==> src/rtl/cplx_butterfly_pipe_pkg.sv <==
// Shared fixed-point complex definitions used by the butterfly pipeline and
// later twiddle-rotation blocks: default Q(I,F) widths, the complex sample
// type, pipeline depth and the saturating narrow helper used when
// CPLX_BUTTERFLY_SAT_EN is defined.
package cplx_butterfly_pipe_pkg;

  localparam int unsigned FXP_I      = 2;
  localparam int unsigned FXP_F      = 14;
  localparam int unsigned FXP_W      = FXP_I + FXP_F;
  localparam int unsigned PIPE_DEPTH = 3;

  // Complex sample at the default component width.
  typedef struct packed {
    logic signed [FXP_W-1:0] re;
    logic signed [FXP_W-1:0] im;
  } cplx_t;

  // Clamp a sign-extended value into the signed range of a w-bit word.
  // The caller keeps the low w bits of the result.
  function automatic logic signed [63:0] sat_narrow(input logic signed [63:0] v,
                                                    input int unsigned w);
    logic signed [63:0] hi;
    logic signed [63:0] lo;
    logic signed [63:0] r;
    hi = (64'sd1 <<< (w - 32'd1)) - 64'sd1;
    lo = -hi - 64'sd1;
    if (v > hi) begin
      r = hi;
    end else if (v < lo) begin
      r = lo;
    end else begin
      r = v;
    end
    return r;
  endfunction

endpackage

==> src/rtl/cplx_butterfly_pipe_if.sv <==
// Valid/ready bus of the butterfly pipeline: upstream operand/twiddle side
// and downstream result side. The slave modport is the butterfly's view.
interface cplx_butterfly_pipe_if #(
  parameter int unsigned I     = 2,
  parameter int unsigned F     = 14,
  parameter int unsigned TAG_W = 10
);
  localparam int unsigned W = I + F;

  logic                in_valid;
  logic                in_ready;
  logic signed [W-1:0] a_re;
  logic signed [W-1:0] a_im;
  logic signed [W-1:0] b_re;
  logic signed [W-1:0] b_im;
  logic signed [W-1:0] w_re;
  logic signed [W-1:0] w_im;
  logic                sc;
  logic [TAG_W-1:0]    in_tag;
  logic                out_valid;
  logic                out_ready;
  logic signed [W-1:0] x_re;
  logic signed [W-1:0] x_im;
  logic signed [W-1:0] y_re;
  logic signed [W-1:0] y_im;
  logic [TAG_W-1:0]    out_tag;

  modport slave (
    input  in_valid, a_re, a_im, b_re, b_im, w_re, w_im, sc, in_tag, out_ready,
    output in_ready, out_valid, x_re, x_im, y_re, y_im, out_tag
  );

  modport master (
    output in_valid, a_re, a_im, b_re, b_im, w_re, w_im, sc, in_tag, out_ready,
    input  in_ready, out_valid, x_re, x_im, y_re, y_im, out_tag
  );

endinterface

==> src/rtl/cplx_butterfly_pipe_mul.sv <==
// cplx_mul_pipe: one registered complex multiply t = w*b in Q(I,F).
// Products are formed at 2W bits, combined at 2W+1 bits, shifted right by F
// (floor) and narrowed to W bits: wrap by default, saturate when
// CPLX_BUTTERFLY_SAT_EN is defined. The output register advances only on en.
module cplx_mul_pipe
  import cplx_butterfly_pipe_pkg::*;
#(
  parameter int unsigned W = 16,
  parameter int unsigned F = 14
) (
  input  logic                clk,
  input  logic                rst,
  input  logic                en,
  input  logic signed [W-1:0] b_re,
  input  logic signed [W-1:0] b_im,
  input  logic signed [W-1:0] w_re,
  input  logic signed [W-1:0] w_im,
  output logic signed [W-1:0] t_re,
  output logic signed [W-1:0] t_im
);
  localparam int unsigned PW = 2 * W;

  logic signed [PW-1:0] p_rr_s;
  logic signed [PW-1:0] p_ii_s;
  logic signed [PW-1:0] p_ri_s;
  logic signed [PW-1:0] p_ir_s;
  logic signed [PW:0]   s_re_s;
  logic signed [PW:0]   s_im_s;

  // Shift the 2W+1-bit sum down by F and bring it back to W bits.
  function automatic logic signed [W-1:0] narrow_prod(input logic signed [PW:0] v);
    logic signed [PW:0] sh;
`ifdef CPLX_BUTTERFLY_SAT_EN
    logic signed [63:0] ext;
    logic signed [63:0] lim;
`endif
    sh = v >>> F;
`ifdef CPLX_BUTTERFLY_SAT_EN
    ext = {{(63 - PW){sh[PW]}}, sh};
    lim = sat_narrow(ext, W);
    return lim[W-1:0];
`else
    return sh[W-1:0];
`endif
  endfunction

  // Four full-width signed products and their real/imaginary combinations.
  always_comb begin
    p_rr_s = $signed({{W{w_re[W-1]}}, w_re}) * $signed({{W{b_re[W-1]}}, b_re});
    p_ii_s = $signed({{W{w_im[W-1]}}, w_im}) * $signed({{W{b_im[W-1]}}, b_im});
    p_ri_s = $signed({{W{w_re[W-1]}}, w_re}) * $signed({{W{b_im[W-1]}}, b_im});
    p_ir_s = $signed({{W{w_im[W-1]}}, w_im}) * $signed({{W{b_re[W-1]}}, b_re});
    s_re_s = $signed({p_rr_s[PW-1], p_rr_s}) - $signed({p_ii_s[PW-1], p_ii_s});
    s_im_s = $signed({p_ri_s[PW-1], p_ri_s}) + $signed({p_ir_s[PW-1], p_ir_s});
  end

  // Product register; holds while the pipeline is stalled.
  always_ff @(posedge clk) begin
    if (rst) begin
      t_re <= '0;
      t_im <= '0;
    end else if (en) begin
      t_re <= narrow_prod(s_re_s);
      t_im <= narrow_prod(s_im_s);
    end
  end

endmodule

==> src/rtl/cplx_butterfly_pipe.sv <==
// Pipelined radix-2 DIT butterfly: x = (a + w*b) >> sc, y = (a - w*b) >> sc.
// S1 registers the inputs, S2 (cplx_mul_pipe) forms t = w*b, S3 forms and
// holds x/y. One global enable stalls every stage together; bubbles stay.
// Optional: CPLX_BUTTERFLY_SAT_EN saturates every narrowing instead of wrapping.
module cplx_butterfly_pipe
  import cplx_butterfly_pipe_pkg::*;
#(
  parameter int unsigned I     = FXP_I,
  parameter int unsigned F     = FXP_F,
  parameter int unsigned TAG_W = 10
) (
  input logic                 clk,
  input logic                 rst,
  cplx_butterfly_pipe_if.slave bus
);
  localparam int unsigned W = I + F;

  logic                adv_s;
  // S1
  logic                v1_r;
  logic signed [W-1:0] a1_re_r, a1_im_r, b1_re_r, b1_im_r, w1_re_r, w1_im_r;
  logic                sc1_r;
  logic [TAG_W-1:0]    tag1_r;
  // S2
  logic                v2_r;
  logic signed [W-1:0] a2_re_r, a2_im_r;
  logic signed [W-1:0] t_re_s, t_im_s;
  logic                sc2_r;
  logic [TAG_W-1:0]    tag2_r;
  // S3
  logic                v3_r;
  logic signed [W-1:0] x_re_r, x_im_r, y_re_r, y_im_r;
  logic [TAG_W-1:0]    tag3_r;
  logic signed [W:0]   xs_re_s, xs_im_s, ys_re_s, ys_im_s;

  // Shift a W+1-bit sum by the transaction's scale bit and narrow to W bits.
  function automatic logic signed [W-1:0] narrow_out(input logic signed [W:0] v,
                                                     input logic s);
    logic signed [W:0] sh;
`ifdef CPLX_BUTTERFLY_SAT_EN
    logic signed [63:0] ext;
    logic signed [63:0] lim;
`endif
    sh = v >>> s;
`ifdef CPLX_BUTTERFLY_SAT_EN
    ext = {{(63 - W){sh[W]}}, sh};
    lim = sat_narrow(ext, W);
    return lim[W-1:0];
`else
    return sh[W-1:0];
`endif
  endfunction

  // Whole pipe advances unless a result is waiting and downstream refuses it.
  always_comb begin
    adv_s = !v3_r || bus.out_ready;
  end

  assign bus.in_ready  = adv_s;
  assign bus.out_valid = v3_r;
  assign bus.x_re      = x_re_r;
  assign bus.x_im      = x_im_r;
  assign bus.y_re      = y_re_r;
  assign bus.y_im      = y_im_r;
  assign bus.out_tag   = tag3_r;

  // S1: capture the offered transaction (or a bubble) on every advance.
  always_ff @(posedge clk) begin
    if (rst) begin
      v1_r    <= 1'b0;
      a1_re_r <= '0;
      a1_im_r <= '0;
      b1_re_r <= '0;
      b1_im_r <= '0;
      w1_re_r <= '0;
      w1_im_r <= '0;
      sc1_r   <= 1'b0;
      tag1_r  <= '0;
    end else if (adv_s) begin
      v1_r    <= bus.in_valid;
      a1_re_r <= bus.a_re;
      a1_im_r <= bus.a_im;
      b1_re_r <= bus.b_re;
      b1_im_r <= bus.b_im;
      w1_re_r <= bus.w_re;
      w1_im_r <= bus.w_im;
      sc1_r   <= bus.sc;
      tag1_r  <= bus.in_tag;
    end
  end

  cplx_mul_pipe #(
    .W (W),
    .F (F)
  ) u_mul (
    .clk  (clk),
    .rst  (rst),
    .en   (adv_s),
    .b_re (b1_re_r),
    .b_im (b1_im_r),
    .w_re (w1_re_r),
    .w_im (w1_im_r),
    .t_re (t_re_s),
    .t_im (t_im_s)
  );

  // S2: carry a, sc and tag alongside the product register.
  always_ff @(posedge clk) begin
    if (rst) begin
      v2_r    <= 1'b0;
      a2_re_r <= '0;
      a2_im_r <= '0;
      sc2_r   <= 1'b0;
      tag2_r  <= '0;
    end else if (adv_s) begin
      v2_r    <= v1_r;
      a2_re_r <= a1_re_r;
      a2_im_r <= a1_im_r;
      sc2_r   <= sc1_r;
      tag2_r  <= tag1_r;
    end
  end

  // Butterfly sum/difference at W+1 bits so the carry is never lost.
  always_comb begin
    xs_re_s = $signed({a2_re_r[W-1], a2_re_r}) + $signed({t_re_s[W-1], t_re_s});
    xs_im_s = $signed({a2_im_r[W-1], a2_im_r}) + $signed({t_im_s[W-1], t_im_s});
    ys_re_s = $signed({a2_re_r[W-1], a2_re_r}) - $signed({t_re_s[W-1], t_re_s});
    ys_im_s = $signed({a2_im_r[W-1], a2_im_r}) - $signed({t_im_s[W-1], t_im_s});
  end

  // S3: output register, held stable while downstream stalls.
  always_ff @(posedge clk) begin
    if (rst) begin
      v3_r   <= 1'b0;
      x_re_r <= '0;
      x_im_r <= '0;
      y_re_r <= '0;
      y_im_r <= '0;
      tag3_r <= '0;
    end else if (adv_s) begin
      v3_r   <= v2_r;
      x_re_r <= narrow_out(xs_re_s, sc2_r);
      x_im_r <= narrow_out(xs_im_s, sc2_r);
      y_re_r <= narrow_out(ys_re_s, sc2_r);
      y_im_r <= narrow_out(ys_im_s, sc2_r);
      tag3_r <= tag2_r;
    end
  end

endmodule

==> src/flat_wrapper.sv <==
// flat-port wrapper written by rule: the top's interface ports become plain ports
module cplx_butterfly_pipe_flat import cplx_butterfly_pipe_pkg::*;
#(
  parameter int unsigned I     = FXP_I,
  parameter int unsigned F     = FXP_F,
  parameter int unsigned TAG_W = 10
)
  (clk, rst, bus_in_valid, bus_a_re, bus_a_im, bus_b_re, bus_b_im, bus_w_re, bus_w_im, bus_sc, bus_in_tag, bus_out_ready, bus_in_ready, bus_out_valid, bus_x_re, bus_x_im, bus_y_re, bus_y_im, bus_out_tag);
  cplx_butterfly_pipe_if #(.I(I), .F(F), .TAG_W(TAG_W)) bus_i ();
  input logic clk;
  input logic rst;
  input wire logic [$bits(bus_i.in_valid)-1:0] bus_in_valid;
  input wire logic [$bits(bus_i.a_re)-1:0] bus_a_re;
  input wire logic [$bits(bus_i.a_im)-1:0] bus_a_im;
  input wire logic [$bits(bus_i.b_re)-1:0] bus_b_re;
  input wire logic [$bits(bus_i.b_im)-1:0] bus_b_im;
  input wire logic [$bits(bus_i.w_re)-1:0] bus_w_re;
  input wire logic [$bits(bus_i.w_im)-1:0] bus_w_im;
  input wire logic [$bits(bus_i.sc)-1:0] bus_sc;
  input wire logic [$bits(bus_i.in_tag)-1:0] bus_in_tag;
  input wire logic [$bits(bus_i.out_ready)-1:0] bus_out_ready;
  output wire logic [$bits(bus_i.in_ready)-1:0] bus_in_ready;
  output wire logic [$bits(bus_i.out_valid)-1:0] bus_out_valid;
  output wire logic [$bits(bus_i.x_re)-1:0] bus_x_re;
  output wire logic [$bits(bus_i.x_im)-1:0] bus_x_im;
  output wire logic [$bits(bus_i.y_re)-1:0] bus_y_re;
  output wire logic [$bits(bus_i.y_im)-1:0] bus_y_im;
  output wire logic [$bits(bus_i.out_tag)-1:0] bus_out_tag;
  assign bus_i.in_valid = bus_in_valid;
  assign bus_i.a_re = bus_a_re;
  assign bus_i.a_im = bus_a_im;
  assign bus_i.b_re = bus_b_re;
  assign bus_i.b_im = bus_b_im;
  assign bus_i.w_re = bus_w_re;
  assign bus_i.w_im = bus_w_im;
  assign bus_i.sc = bus_sc;
  assign bus_i.in_tag = bus_in_tag;
  assign bus_i.out_ready = bus_out_ready;
  assign bus_in_ready = bus_i.in_ready;
  assign bus_out_valid = bus_i.out_valid;
  assign bus_x_re = bus_i.x_re;
  assign bus_x_im = bus_i.x_im;
  assign bus_y_re = bus_i.y_re;
  assign bus_y_im = bus_i.y_im;
  assign bus_out_tag = bus_i.out_tag;
  cplx_butterfly_pipe #(.I(I), .F(F), .TAG_W(TAG_W)) u_core (.clk(clk), .rst(rst), .bus(bus_i));
endmodule
==> config.mk <==
export PLATFORM = sky130hd
export DESIGN_NAME = cplx_butterfly_pipe_flat
export DESIGN_NICKNAME = d
export VERILOG_FILES = /design/src/rtl/cplx_butterfly_pipe_pkg.sv /design/src/rtl/cplx_butterfly_pipe_if.sv /design/src/rtl/cplx_butterfly_pipe_mul.sv /design/src/rtl/cplx_butterfly_pipe.sv /design/src/flat_wrapper.sv
export SDC_FILE = /design/constraint.sdc
export NUM_CORES = 2
export LEC_CHECK = 0
export ABC_AREA = 1
export CAP_MARGIN = 20
export CORE_UTILIZATION = 55
export DETAILED_ROUTE_END_ITERATION = 12
export GPL_TIMING_DRIVEN = 0
export HOLD_SLACK_MARGIN = 0.05
export PLACE_DENSITY = 0.76
export REMOVE_ABC_BUFFERS = 1
export SLEW_MARGIN = 20
export SYNTH_ARGS = -nofsm -noshare
export SYNTH_HDL_FRONTEND = slang
export SYNTH_SLANG_ARGS = --single-unit
==> constraint.sdc <==
create_clock -name clk -period 15.5 [get_ports clk]
set_input_delay 3.1 -clock clk [delete_from_list [all_inputs] [get_ports clk]]
set_output_delay 3.1 -clock clk [all_outputs]
set_load 0.1 [all_outputs]
==> run summary <==
syn avg cell area: 7.65 um^2
mux contribution to synthesized area: 0
upper clock frequency limit: 105 MHz
Detail Placement HPWL: 116000 um
yosys warns: 0
Detailed Route WL: 141000 um
Critical Path Start Type: input pin
reg2reg end: u_core.u_mul.t_re[15]$_SDFFE_PP0P_
fillers: 8323
row cnt: 113
gr ovfl total: 0
asr flop ratio synth: 0
Die ar.: 97100 um^2
post-CTS sizing: 0
Post-Synth Simple-Gate Area: 0.164
register bit total from synthesis: 259
total setup buffers inserted after CTS: 0
area growth from synthesis to layout: 9.64%
min Tclk post-route: 9.55 ns
Area contributors post-synth: fa_1 (41%), inv_1 (15%), nand2_1 (10%), dfxtp_1 (9.8%), ha_1 (8.3%)
R2R Path Start: u_core.b1_im_r[15]$_SDFFE_PP0P_
Final GP Congestion: 0.932
adder and majority gate portion of the synthesized area: 0.496
largest net degree at the start of global routing: 145
initial antenna violation count: 2
All-Layer GR Usage: 0.304
Final Hold Vio Count: 0
cells on worst reg2reg path: 24
WS Path Type: in2out
# hold bufs at CTS: 0
Worst path slowest cell: clkdlybuf4s50_1
vias in the first global route: 45300
Worst path max stage delay: 1.02 ns
antenna cells: 0
Crit path max-delay family: buffers and inverters
Worst Path Max Fanout: 95
vias per cell: 5.25
buffers plus inverters on the worst setup path: 7
IO Pins: 187
Clock Latency Late Sink: 0.61 ns
share of the synthesized area in the top cell type: 0.413
Die Span Y: 312 um
instance count on the critical path: 8
final setup fails: 0
max_cap viols: 0
R2R setup slack: 6.69 ns
DR WL/cell: 17.4 um
root buffer cell: clkbuf_16
share of layout cells above drive strength 1: 0.0315
Setup Skew: 0.0330 ns
top-count cell post-synth: inv_1
Crit. Startpoint: bus_out_ready
nets: 8378
Fin Hold WS: 0.470 ns
CTS tree: done
Synth Flop Type: dfxtp_1
crit path capture: bus_in_ready
HP Class: reg2reg
Synth Area in Compound Gates: 0.0604
XOR/XNOR Fraction of Synth Area: 0.0103
Initial Utilization: 0.555
via count: 42600
RSZ-0062 raised after global routing: false
Slew Limit Fails: 0
Cell Area, Synth: 52700 um^2
detailed-router iteration count before antenna repair: 6
drc violations: 0
Iteration-0 DRC Markers: 3580
Mapped Cells: 6892
cell breakdown of the critical path: clkdlybuf4s50_1, nor2_4, buf_12, buf_12, clkinv_4, buf_16, buf_16, clkdlybuf4s50_1
CTS Buf Count: 31
htree depth: 1
Worst-path clk slew: 0.06 ns
Worst EP arrival: 6.45 ns
Synth top cells by count: inv_1 (2041), nand2_1 (1438), fa_1 (1088), nor2_1 (422), ha_1 (351)
Crit. End Element: output pin
Sink Count: 259
status: finished, final reports clean
Worst Path Required: 12.40 ns
Clock Path Buffers: 3
post-synth top area cell: fa_1
Port-buffer cells: 186
Post-synth EDFFs: 0
Routed Antenna Nets: 0
Final Cycle Share: 0.616
largest family of logic cells by synthesized area: adder cells
post-synthesis sequential area ratio: 0.0983
synth unique cells: 44
die width: 312 um
first-pass GRT wire length: 236000 um
core area: 95000 um^2
slew margin rel.: 0.253
Slew @ Worst Pin: 1.12 ns
[routing by layer]
metal,vias up,GRT usage,part of all wire
met3,376,0.0539,0.093
li1,19600,-,-
met2,1912,0.484,0.45
met5,-,0,0.000099
met1,20700,0.414,0.41
met4,2,0.120,0.047
[cells in the final DEF (no fill, tap or decap), drive strengths merged, types with 4 or more instances in the layout]
master	instances
a21boi	5
a21o	20
a21oi	155
a31o	5
a31oi	16
buf	70
bufinv	4
clkbuf	43
clkdlybuf4s50	186
clkinv	5
dfxtp	259
fa	1088
ha	351
inv	2047
nand2	1438
nand3	205
nand3b	24
nand4	26
nor2	423
nor3	22
o211ai	34
o21ai	292
o21bai	27
o31ai	5
or2	19
xnor2	17
xor2	45
[tightest hold or removal path: stages (launching register included)]
cell and delay (ns):
dfxtp_1 0.29, inv_1 0.07, a21oi_1 0.06
[stage by stage]
| step | util | instance area (um^2) | TNS [ns] | setup slack [ns] | instances |
|---|---|---|---|---|---|
| finish | 0.609 | 57800 | 0 | 5.95 | 8117 |
| global route | 0.609 | 57800 | 0 | 5.80 | 8117 |
| CTS | 0.609 | 57800 | 0 | 5.97 | 8117 |
| detailed placement | 0.597 | 56700 | 0 | 5.99 | 8060 |
| global placement | 0.577 | 54800 | -2773.60 | -15.75 | 7990 |
| floorplan | - | 51400 | -310.93 | -3.81 | 6539 |
[final cells by class]
| type | count | area, um^2 | share of cell area |
|---|---|---|---|
| Timing Repair Buffer | 256 | 3650 | 0.0632 |
| Sequential cell | 259 | 5270 | 0.0911 |
| Inverter | 2043 | 7680 | 0.133 |
| Clock inverter | 14 | 210 | 0.00364 |
| Multi-Input combinational cell | 4237 | 38600 | 0.667 |
| Clock buffer | 43 | 881 | 0.0152 |
| Tap cell | 1265 | 1580 | 0.0274 |
[worst min path at each step]
stage / endpoint / depth (start not counted) / from / slack, ns
global route: u_core.v2_r$_SDFFE_PP0P_ / 2 / u_core.v2_r$_SDFFE_PP0P_ / 0.48
CTS: u_core.v2_r$_SDFFE_PP0P_ / 2 / u_core.v2_r$_SDFFE_PP0P_ / 0.47
detailed placement: u_core.v2_r$_SDFFE_PP0P_ / 2 / u_core.v2_r$_SDFFE_PP0P_ / 0.46
global placement: u_core.v2_r$_SDFFE_PP0P_ / 2 / u_core.v2_r$_SDFFE_PP0P_ / 0.44
floorplan: u_core.bus.out_valid$_SDFFE_PP0P_ / 2 / u_core.v2_r$_SDFFE_PP0P_ / 0.43
finish: u_core.v2_r$_SDFFE_PP0P_ / 2 / u_core.v2_r$_SDFFE_PP0P_ / 0.47
[cell families (layout without fill, tap and decap cells)]
kind of cell,Yosys count,in the layout
AOI/OAI and AO/OA,573,573
xor gates and xnor gates,62,62
adders and majority gates,1439,1439
buffers and inverters,2396,2356
DFF,259,259
and+or+nand+nor,2163,2163
[flip-flops by register name, summed over array words and instances (netlist names), 10 cells and up]
name	cells
u_core.tag2_r	10
u_core.w1_im_r	16
u_core.u_mul.t_re	16
u_core.b1_im_r	16
u_core.bus.x_im	16
u_core.tag1_r	10
u_core.b1_re_r	16
u_core.u_mul.t_im	16
u_core.bus.out_tag	10
u_core.bus.y_im	16
u_core.w1_re_r	16
u_core.bus.x_re	16
u_core.bus.y_re	16
u_core.a2_im_r	16
u_core.a1_re_r	16
u_core.a1_im_r	16
u_core.a2_re_r	16
Power is left out: the tool's default activity adds up to more than one toggle a clock period on the data nets, which glitch-free logic cannot reach.
